--- src/rtl/ofs_plat_prim_fifo_fwft_to_rdreq_pkg.sv ---
// Shared constants and helpers for the show-ahead to rdreq read adapter.
// Width helpers keep the interface and the adapter in agreement.
package ofs_plat_prim_fifo_fwft_to_rdreq_pkg;

  localparam int MIN_READ_LATENCY = 1;
  localparam int MAX_READ_LATENCY = 3;

  function automatic int usedw_bits(input int n_entries);
    return $clog2(n_entries) + 1;
  endfunction

  function automatic bit is_pow2(input int n);
    return (n > 0) && ((n & (n - 1)) == 0);
  endfunction

endpackage

--- src/rtl/ofs_plat_prim_fifo_fwft_to_rdreq_if.sv ---
// Bundle of the upstream show-ahead port and the downstream rdreq port.
// master: the adapter; slave: the surrounding FIFO source and consumer.
interface ofs_plat_prim_fifo_fwft_to_rdreq_if
  import ofs_plat_prim_fifo_fwft_to_rdreq_pkg::*;
#(
  parameter int N_DATA_BITS = 32,
  parameter int N_ENTRIES = 4
);

  localparam int CNT_BITS = usedw_bits(N_ENTRIES);

  logic [N_DATA_BITS-1:0] in_first;
  logic in_notEmpty;
  logic in_deq_en;

  logic rdreq;
  logic [N_DATA_BITS-1:0] q;
  logic q_valid;
  logic rdempty;
  logic [CNT_BITS-1:0] rdusedw;
  logic rdalmost_empty;
  logic underflow;

  modport master (
    input in_first,
    input in_notEmpty,
    output in_deq_en,
    input rdreq,
    output q,
    output q_valid,
    output rdempty,
    output rdusedw,
    output rdalmost_empty,
    output underflow
  );

  modport slave (
    output in_first,
    output in_notEmpty,
    input in_deq_en,
    output rdreq,
    input q,
    input q_valid,
    input rdempty,
    input rdusedw,
    input rdalmost_empty,
    input underflow
  );

endinterface

--- src/rtl/ofs_plat_prim_delay_pipe.sv ---
// Fixed-depth valid+data shift register; only the valids are reset.
// Data rides along unreset since it is ignored whenever its valid is low.
module ofs_plat_prim_delay_pipe #(
  parameter int N_DATA_BITS = 32,
  parameter int DEPTH = 1
) (
  input  logic clk,
  input  logic reset,
  input  logic in_valid,
  input  logic [N_DATA_BITS-1:0] in_data,
  output logic out_valid,
  output logic [N_DATA_BITS-1:0] out_data
);

  logic [DEPTH-1:0] valid;
  logic [N_DATA_BITS-1:0] data [DEPTH];

  always_ff @(posedge clk) begin
    for (int i = DEPTH - 1; i > 0; i--) begin
      valid[i] <= valid[i-1];
      data[i] <= data[i-1];
    end
    valid[0] <= in_valid;
    data[0] <= in_data;
    if (reset) begin
      valid <= '0;
    end
  end

  assign out_valid = valid[DEPTH-1];
  assign out_data = data[DEPTH-1];

endmodule

--- src/rtl/ofs_plat_prim_fifo_fwft_to_rdreq.sv ---
// Drains a show-ahead FIFO into a small buffer and serves it through
// a fixed-latency rdreq/q port with megafunction-style status flags.
module ofs_plat_prim_fifo_fwft_to_rdreq
  import ofs_plat_prim_fifo_fwft_to_rdreq_pkg::*;
#(
  parameter int N_DATA_BITS = 32,
  parameter int N_ENTRIES = 4,
  parameter int READ_LATENCY = 1,
  parameter int ALMOST_EMPTY_THRESHOLD = 1
) (
  input logic clk,
  input logic reset,
  ofs_plat_prim_fifo_fwft_to_rdreq_if.master bus
);

  localparam int PTR_BITS = $clog2(N_ENTRIES);
  localparam int CNT_BITS = usedw_bits(N_ENTRIES);

  typedef logic [PTR_BITS-1:0] ptr_t;
  typedef logic [CNT_BITS-1:0] cnt_t;

  localparam cnt_t FULL = cnt_t'(N_ENTRIES);

  logic [N_DATA_BITS-1:0] mem [N_ENTRIES];
  ptr_t wr_ptr;
  ptr_t rd_ptr;
  cnt_t cnt;
  logic wr;
  logic rd_acc;
  logic underflow_r;
  logic [N_DATA_BITS-1:0] rd_data;

  // Full uses registered cnt only, so a same-cycle read never frees a slot.
  assign wr = bus.in_notEmpty && (cnt != FULL) && !reset;
  assign rd_acc = bus.rdreq && (cnt != '0);
  assign bus.in_deq_en = wr;

  always_ff @(posedge clk) begin
    if (wr) begin
      mem[wr_ptr] <= bus.in_first;
    end
  end

  always_ff @(posedge clk) begin
    if (reset) begin
      wr_ptr <= '0;
      rd_ptr <= '0;
      cnt <= '0;
      underflow_r <= 1'b0;
    end else begin
      if (wr) begin
        wr_ptr <= wr_ptr + ptr_t'(1);
      end
      if (rd_acc) begin
        rd_ptr <= rd_ptr + ptr_t'(1);
      end
      cnt <= cnt + cnt_t'(wr) - cnt_t'(rd_acc);
      if (bus.rdreq && (cnt == '0)) begin
        underflow_r <= 1'b1;
      end
    end
  end

  assign rd_data = mem[rd_ptr];

  ofs_plat_prim_delay_pipe #(
    .N_DATA_BITS(N_DATA_BITS),
    .DEPTH(READ_LATENCY)
  ) pipe (
    .clk(clk),
    .reset(reset),
    .in_valid(rd_acc),
    .in_data(rd_data),
    .out_valid(bus.q_valid),
    .out_data(bus.q)
  );

  assign bus.rdempty = (cnt == '0);
  assign bus.rdusedw = cnt;
  assign bus.rdalmost_empty = (int'(cnt) <= ALMOST_EMPTY_THRESHOLD);
  assign bus.underflow = underflow_r;

`ifndef SYNTHESIS
  always_ff @(posedge clk) begin
    assert (READ_LATENCY >= MIN_READ_LATENCY &&
            READ_LATENCY <= MAX_READ_LATENCY)
      else $error("READ_LATENCY %0d outside 1..3", READ_LATENCY);
    assert (is_pow2(N_ENTRIES) && N_ENTRIES >= 2)
      else $error("N_ENTRIES %0d not a power of 2 >= 2", N_ENTRIES);
    if (!reset && bus.rdreq && bus.rdempty) begin
      $warning("rdreq while rdempty; request dropped");
    end
  end
`endif

endmodule

--- src/flat_wrapper.sv ---
// flat-port wrapper written by rule: the top's interface ports become plain ports
module ofs_plat_prim_fifo_fwft_to_rdreq_flat import ofs_plat_prim_fifo_fwft_to_rdreq_pkg::*;
#(
  parameter int N_DATA_BITS = 32,
  parameter int N_ENTRIES = 4,
  parameter int READ_LATENCY = 1,
  parameter int ALMOST_EMPTY_THRESHOLD = 1
)
  (clk, reset, bus_in_first, bus_in_notEmpty, bus_in_deq_en, bus_rdreq, bus_q, bus_q_valid, bus_rdempty, bus_rdusedw, bus_rdalmost_empty, bus_underflow);
  ofs_plat_prim_fifo_fwft_to_rdreq_if #(.N_DATA_BITS(N_DATA_BITS), .N_ENTRIES(N_ENTRIES)) bus_i ();
  input logic clk;
  input logic reset;
  input wire logic [$bits(bus_i.in_first)-1:0] bus_in_first;
  input wire logic [$bits(bus_i.in_notEmpty)-1:0] bus_in_notEmpty;
  output wire logic [$bits(bus_i.in_deq_en)-1:0] bus_in_deq_en;
  input wire logic [$bits(bus_i.rdreq)-1:0] bus_rdreq;
  output wire logic [$bits(bus_i.q)-1:0] bus_q;
  output wire logic [$bits(bus_i.q_valid)-1:0] bus_q_valid;
  output wire logic [$bits(bus_i.rdempty)-1:0] bus_rdempty;
  output wire logic [$bits(bus_i.rdusedw)-1:0] bus_rdusedw;
  output wire logic [$bits(bus_i.rdalmost_empty)-1:0] bus_rdalmost_empty;
  output wire logic [$bits(bus_i.underflow)-1:0] bus_underflow;
  assign bus_i.in_first = bus_in_first;
  assign bus_i.in_notEmpty = bus_in_notEmpty;
  assign bus_in_deq_en = bus_i.in_deq_en;
  assign bus_i.rdreq = bus_rdreq;
  assign bus_q = bus_i.q;
  assign bus_q_valid = bus_i.q_valid;
  assign bus_rdempty = bus_i.rdempty;
  assign bus_rdusedw = bus_i.rdusedw;
  assign bus_rdalmost_empty = bus_i.rdalmost_empty;
  assign bus_underflow = bus_i.underflow;
  ofs_plat_prim_fifo_fwft_to_rdreq #(.N_DATA_BITS(N_DATA_BITS), .N_ENTRIES(N_ENTRIES), .READ_LATENCY(READ_LATENCY), .ALMOST_EMPTY_THRESHOLD(ALMOST_EMPTY_THRESHOLD)) u_core (.clk(clk), .reset(reset), .bus(bus_i));
endmodule
--- config.mk ---
export PLATFORM = sky130hd
export DESIGN_NAME = ofs_plat_prim_fifo_fwft_to_rdreq_flat
export DESIGN_NICKNAME = d
export VERILOG_FILES = /design/src/rtl/ofs_plat_prim_fifo_fwft_to_rdreq_pkg.sv /design/src/rtl/ofs_plat_prim_fifo_fwft_to_rdreq_if.sv /design/src/rtl/ofs_plat_prim_delay_pipe.sv /design/src/rtl/ofs_plat_prim_fifo_fwft_to_rdreq.sv /design/src/flat_wrapper.sv
export SDC_FILE = /design/constraint.sdc
export NUM_CORES = 1
export LEC_CHECK = 0
export CAP_MARGIN = 5
export CORE_MARGIN = 2
export CORE_UTILIZATION = 49
export DETAILED_ROUTE_END_ITERATION = 10
export MAX_ROUTING_LAYER = met4
export PLACE_DENSITY = 0.75
export SYNTH_ARGS = -nofsm -noshare
export SYNTH_HDL_FRONTEND = slang
export SYNTH_SLANG_ARGS = --single-unit
--- constraint.sdc ---
create_clock -name clk -period 2.1 [get_ports clk]
set_clock_uncertainty 0.15 [all_clocks]
set_input_delay 0.42 -clock clk [delete_from_list [all_inputs] [get_ports clk]]
set_output_delay 0.42 -clock clk [all_outputs]
set_load 0.1 [all_outputs]
==> results.md, run 1 <==
* Outcome: finished clean
* Total negative slack at 0 ns
* CTS tree: yes
* Clk slew on worst S/H paths at 0.06 ns
* # IOs at 76
* Starting Density at 0.508
* CTS sink count at 171
* PD cells at 1560 nW/µm²
* Endpoints failing hold at 0
* Total gr overflow at 0
* Startpoint Class: primary input
* Vias/cell at roughly 5
* Wire per inst at approximately 19 µm
* Post-DP HPWL at around 6300 µm
* All-Layer GR Usage at 0.171
* Tmin final at 2.08 ns
* Ant. Diodes at 0
* Final setup fails at 0
* Max_slew headroom at 0.732
* Final ANT Viol Nets at 0
* Switching share of power at 0.372
* Mapped Nets at about 310
* GPL Wtd Cong at around 0.7
* Internal cell power at 7.51 mW
* Period utilization at 0.989
* Max FO, Critical Path at 2
* Commonest non-fill, non-tap cell in the layout: edfxtp_1
* Sequential share of power at 0.362
* Gate Count Post-Synth at 260
* CP arrival at between 2 and 2.5 ns
* Root buffer cell: clkbuf_16
* Fin util at 0.662
* DIE WIDTH at ~110 µm
* Initial antenna violation count at 0
* Leak at between 2 and 3 nW
* Top_reg_cell synth: edfxtp_1
* VDD IR max at about 0.0014 V
* Unrepaired setup endpoints after global routing: true
* Total CTS buffers at 17
* Async SR Flop Fraction at 0
* DP Area at between 6000 and 7000 µm²
* Largest net degree at the start of global routing at 21
* MaxCap Viol Count at 0
* Crit path capture type: flip-flop
* CTS hold repair buffers at 0
* Total power at about 12 mW
* Drt initial violations at about 150
* Comb power frac at 0.361
* Ys Warns at 0
* Post-Layout Inst Area at between 7000 and 8000 µm²
* FILL cells at approximately 760
* CP required at 2.26 ns
* Count of flip-flops with a built-in enable after synthesis at 128
* Synthesized area at 5870 µm²
* Die Span Y at 113 µm
* Commonest cells after routing, fill and taps aside: edfxtp_1, buf_4, dfxtp_1, clkdlybuf4s50_1, mux4_2
* Cell row count at 39
* Peak Freq at roughly 480 MHz
* Die footprint at around 13000 µm²
* DRT Pass-1 Iters at 4
* DR vias at roughly 2700
* Global-route wire length before repair at about 15000 µm
* Crit Path Category: primary input to flip-flop
* Clk pwr share at 0.277
* Final worst slack at about 0.023 ns
* Sw power at approximately 4.4 mW
* Detailed-route DRC error count at 0
* # port buffers at 75
* H-tree depth at 4
* Vias in the first global route at 2858
* Area grow syn2layout at 30.4%
* R2r setup slk at roughly 0.03 ns
* Final Max Tran Viols at 0
* Wirelength, routed at approximately 10000 µm
* Syn avg cell area at around 23 µm²
* Core area at roughly 12000 µm²
* Fraction of layout cells with a size suffix above 1 at 0.389
* Final net count at 420
* Unique cell type count in the Yosys netlist at 26
* Sequential area share after synthesis at 0.801
* Dpl ws at -0.440 ns
* Clk buf depth at 2
* Worst-skew pair later-pin latency at 0.42 ns
* Hold WC Path Type: flip-flop to flip-flop
* Slew @ Worst Pin at about 0.4 ns
* Seq cells post-synth at roughly 170
[routing by layer]
metal  vias to the layer above  track usage  routed length (µm)
met5                         -            -                   0
met4                         0       0.0667                  97
met3                        10       0.0547                 494
met2                        80        0.273                5150
met1                      1340        0.205                4130
li1                       1256            -                   -
[flip-flops by register name, summed over array words and instances (netlist names), named ones only]
name,cells
u_core.rd_ptr,2
u_core.wr_ptr,2
u_core.mem,128
u_core.pipe.out_valid,1
u_core.bus.rdusedw,3
u_core.bus.underflow,1
u_core.pipe.data,32
[power by group through the flow]
stage / registers (mW) / logic [mW] / clock network [mW]
after global placement: 4.40 / 4.18 / 0
after floorplan: 6.38 / 1.25 / 0
after CTS: 4.34 / 4.29 / 3.39
after detailed placement: 4.41 / 4.22 / 0
after global routing: 4.37 / 4.49 / 3.53
final: 4.33 / 4.32 / 3.31
[cell usage after synthesis (2+ instances only)]
library cell	instances	area (µm²)
a21oi_1	2	10.0
dfxtp_1	43	861
buf_2	4	20.0
inv_1	9	33.8
nand2b_1	2	12.5
nand2_1	2	7.51
and2_1	4	25.0
edfxtp_1	128	3840
nor2b_1	2	12.5
ha_1	8	100
buf_12	3	60.1
xor2_1	2	17.5
mux4_2	32	721
nor2_1	7	26.3
[cells by family (layout without fill, tap and decap cells)]
kind of cell / Yosys count / count (layout) / share of synthesized area
and+or+nand+nor: 20 / 20 / 0.0181
AOI/OAI and AO/OA: 7 / 7 / 0.0100
DFF: 171 / 171 / 0.801
muxes: 34 / 34 / 0.126
xor gates and xnor gates: 2 / 2 / 0.00298
buffers and inverters: 17 / 145 / 0.0213
adders and majority gates: 9 / 9 / 0.0204
[worst max-delay path, stage by stage]
cell and delay, ns:
clkdlybuf4s50_1 0.46, a211oi_4 0.23, inv_1 0.07, ha_1 0.27
inv_1 0.04, ha_2 0.16, fa_1 0.38, xor2_1 0.16
nor2_1 0.05
[area by class of cell]
class | instances | area, µm² | share of cell area
multi-input combinational | 72 | 1090 | 0.142
tap | 143 | 179 | 0.0234
timing repair buffer | 104 | 993 | 0.130
clock buffer | 22 | 484 | 0.0632
sequential | 171 | 4720 | 0.616
inverter | 9 | 36.3 | 0.00474
clock inverter | 10 | 160 | 0.0209
[through the flow]
stage | cells | hold WS, ns
2_1_floorplan | 260 | 0.309
3_3_place_gp | 492 | 0.316
3_5_place_dp | 492 | 0.325
4_1_cts | 528 | 0.342
5_1_grt | 531 | 0.382
6_report | 531 | 0.339
[path summary, 6_finish.rpt]
| path | from | endpoint | cells after the start |
|---|---|---|---|
| worst min register to register | u_core.rd_ptr[1] | flip-flop | 2 |
| worst max register to register | u_core.bus.rdusedw[2] | u_core.bus.rdusedw[2] | 9 |
| worst min-delay path | u_core.rd_ptr[1] | flip-flop | 2 |
| worst max-delay path | reset | u_core.bus.rdusedw[2] | 9 |
[what timing repair did]
action                                  CTS  global route
gates resized for setup                   3             4
endpoints found under the hold margin     0             0
setup buffers                             4             3
pin swaps                                 1             3
endpoints found under the setup margin    1             4
No activity file was read; power rests on OpenSTA's default activity.
==> inputs of run 2 (changes only) <==
- CORE_UTILIZATION: 49 -> 51
- CTS_BUF_LIST: default -> sky130_fd_sc_hd__clkbuf_2 sky130_fd_sc_hd__clkbuf_4 sky130_fd_sc_hd__clkbuf_8
- PLACE_DENSITY: 0.75 -> 0.77
==> results.md, run 2 (synthesis gave the netlist of run 1 again) <==
* R2r setup slk at -0.004 ns (-0.03 ns)
* CP required at 2.32 ns (+0.06 ns)
* Commonest non-fill, non-tap cell in the layout: edfxtp_1
* Clk buf depth at 2 (unchanged)
* Cell row count at 39 (unchanged)
* Wire per inst at 17.5 µm (-5.6%)
* Core area at 11300 µm² (-2.1%)
* Total CTS buffers at 17 (unchanged)
* Final ANT Viol Nets at 0 (unchanged)
* Final net count at 417 (-0.71%)
* Detailed-route DRC error count at 0 (unchanged)
* Vias in the first global route at 2879 (+0.73%)
* Crit Path Category: flip-flop to flip-flop
* Drt initial violations at 148 (-3.3%)
* CP arrival at 2.33 ns (+0.10 ns)
* Die Span Y at 111 µm (-1.9%)
* Placed insts at 487 (-1.0%)
* Worst-skew pair later-pin latency at 0.44 ns (+0.02 ns)
* Ant. Diodes at 0 (unchanged)
* DIE WIDTH at 111 µm (-1.9%)
* Peak Freq at 475 MHz (-1.3%)
* Leak at 2.58 nW (-4.7%)
* DR vias at 2697 (+0.41%)
* Vias/cell at 5.11 (+0.98%)
* Post-DP HPWL at 5930 µm (-6.0%)
* # IOs at 76 (unchanged)
* Total gr overflow at 0 (unchanged)
* CTS hold repair buffers at 0 (unchanged)
* Fraction of layout cells with a size suffix above 1 at 0.392 (+0.00303)
* Largest net degree at the start of global routing at 28 (+33%)
* MaxCap Viol Count at 0 (unchanged)
* Period utilization at 1.00 (+0.0128)
* RR Endpoint: u_core.bus.rdusedw[1]
* Hold depth at 2 (unchanged)
* Max FO, Critical Path at 4 (+2)
* DP Area at 6940 µm² (unchanged)
* CTS sink count at 171 (unchanged)
* Tmin final at 2.10 ns (+0.0268 ns)
* DRT Pass-1 Iters at 4 (unchanged)
* Wirelength, routed at 9260 µm (-6.2%)
* Max_slew headroom at 0.732 (about the same)
* Root buffer cell: clkbuf_8
* CTS tree: yes
* Crit-path most repeated cell: inv_1
* # port buffers at 75 (unchanged)
* Launching point of the worst reg2reg path: u_core.bus.rdusedw[2]
* PD cells at 1460 nW/µm² (-6.2%)
* All-Layer GR Usage at 0.168 (-0.00249)
* Violated checks: negative setup slack
* Final setup fails at 1 (+1)
* Total power at 10.9 mW (-8.8%)
* Non-Filler Instances at 528 (-0.56%)
* Critical Path, Cell by Cell: buf_6 > o31ai_4 > inv_1 > ha_1 > inv_1 > ha_2 > fa_2 > nor2b_4
* Startpoint Class: flip-flop
* Crit path capture type: flip-flop
* Area grow syn2layout at 26.8%
* Reg with most FFs: u_core.mem
* GPL Wtd Cong at 0.665 (-6.1%)
* Unrepaired setup endpoints after global routing: true
* Dpl ws at -0.448 ns (-0.00770 ns)
* CP peak stage delay at 0.51 ns (+0.05 ns)
* Slowest cell on the critical path: fa_2
* Hold WC Path Type: flip-flop to flip-flop
* Die footprint at 12400 µm² (-3.8%)
* VDD IR max at 0.00157 V (+14%)
* Clk slew on worst S/H paths at 0.09 ns (+0.03 ns)
* Final worst slack at -0.00433 ns (-0.0268 ns)
* Slew @ Worst Pin at 0.399 ns (-0.00259 ns)
* Starting Density at 0.519 (+0.0109)
* H-tree depth at 4 (unchanged)
* Final hold slack at 0.352 ns (+0.0132 ns)
* Post-Layout Inst Area at 7450 µm² (-2.8%)
* Max reg flops at 128 (unchanged)
* Commonest cells after routing, fill and taps aside: edfxtp_1, buf_4, dfxtp_1, clkdlybuf4s50_1, mux4_2
* CP Launch Point: u_core.bus.rdusedw[2]
* Endpoints failing hold at 0 (unchanged)
* Final Max Tran Viols at 0 (unchanged)
* Outcome: finished with violations
* Reg2reg path depth at 8 (-1)
* Global-route wire length before repair at 15000 µm (-2.6%)
* Hold path start: u_core.rd_ptr[1]
* Initial antenna violation count at 0 (unchanged)
## run 2: cell count changes in the layout (fill, tap and decap cells not counted), sizes merged
cell / delta
buf: -3
bufinv: -2
clkbuf: -4
clkinv: +1
clkinvlp: +3
inv: +2
## run 2: cell type report
type                       count  area [µm²]
clock inverter                14         145
clock buffer                  18         248
timing repair buffer         101        1010
fill                         771        3870
multi-input combinational     72        1110
inverter                       9        36.3
sequential                   171        4720
tap                          143         179
## run 2: worst max path at each step
stage	end	slack, ns	depth (start not counted)
3_5_place_dp	u_core.bus.rdusedw[2]	-0.45	10
2_1_floorplan	u_core.bus.rdusedw[2]	-0.90	9
4_1_cts	u_core.bus.rdusedw[1]	-0.02	8
5_1_grt	bus_rdempty	-0.06	3
6_report	u_core.bus.rdusedw[1]	-0.004	8
3_3_place_gp	u_core.bus.rdusedw[2]	-0.40	10
## run 2: repair_timing
item                                    4_1_cts  5_1_grt
endpoints found under the hold margin         0        0
buffers inserted                              4        5
pin swaps                                     0        4
endpoints found under the setup margin        1        5
resized for setup                             3        9
## run 2: critical path, delay by kind of cell (launching register included)
kind	cells	cell delay [ns]
compound gates	1	0.22
flops	1	0.38
buf+inv	3	0.23
simple gates	1	0.12
fa+ha+maj	3	0.95
## run 2: report_power, final
group	internal (mW)	leakage (nW)	total, mW	switching [mW]
Combinational	1.35	0.864	4.40	3.04
Clock	1.09	0.193	2.20	1.11
Sequential	4.11	1.52	4.31	0.199
Total	6.55	2.58	10.9	4.35
## run 2: metrics by stage
| step | setup TNS, ns | utilization |
|---|---|---|
| global route | -0.161 | 0.658 |
| detailed placement | -13.17 | 0.613 |
| finish | -0.00433 | 0.658 |
| floorplan | -91.61 | - |
| CTS | -0.0549 | 0.650 |
| global placement | -11.29 | 0.613 |
## run 2: per-layer routing
layer	up-vias	global-route usage	share of wire
met4	0	0.0708	0.012
met1	1356	0.205	0.43
li1	1249	-	-
met5	-	-	0
met2	78	0.261	0.50
met3	14	0.0574	0.056
==> inputs of run 3 (changes only) <==
- CAP_MARGIN: 5 -> default
==> results of run 3 <==
Final layout, timing and power as in run 2 (identical DEF).
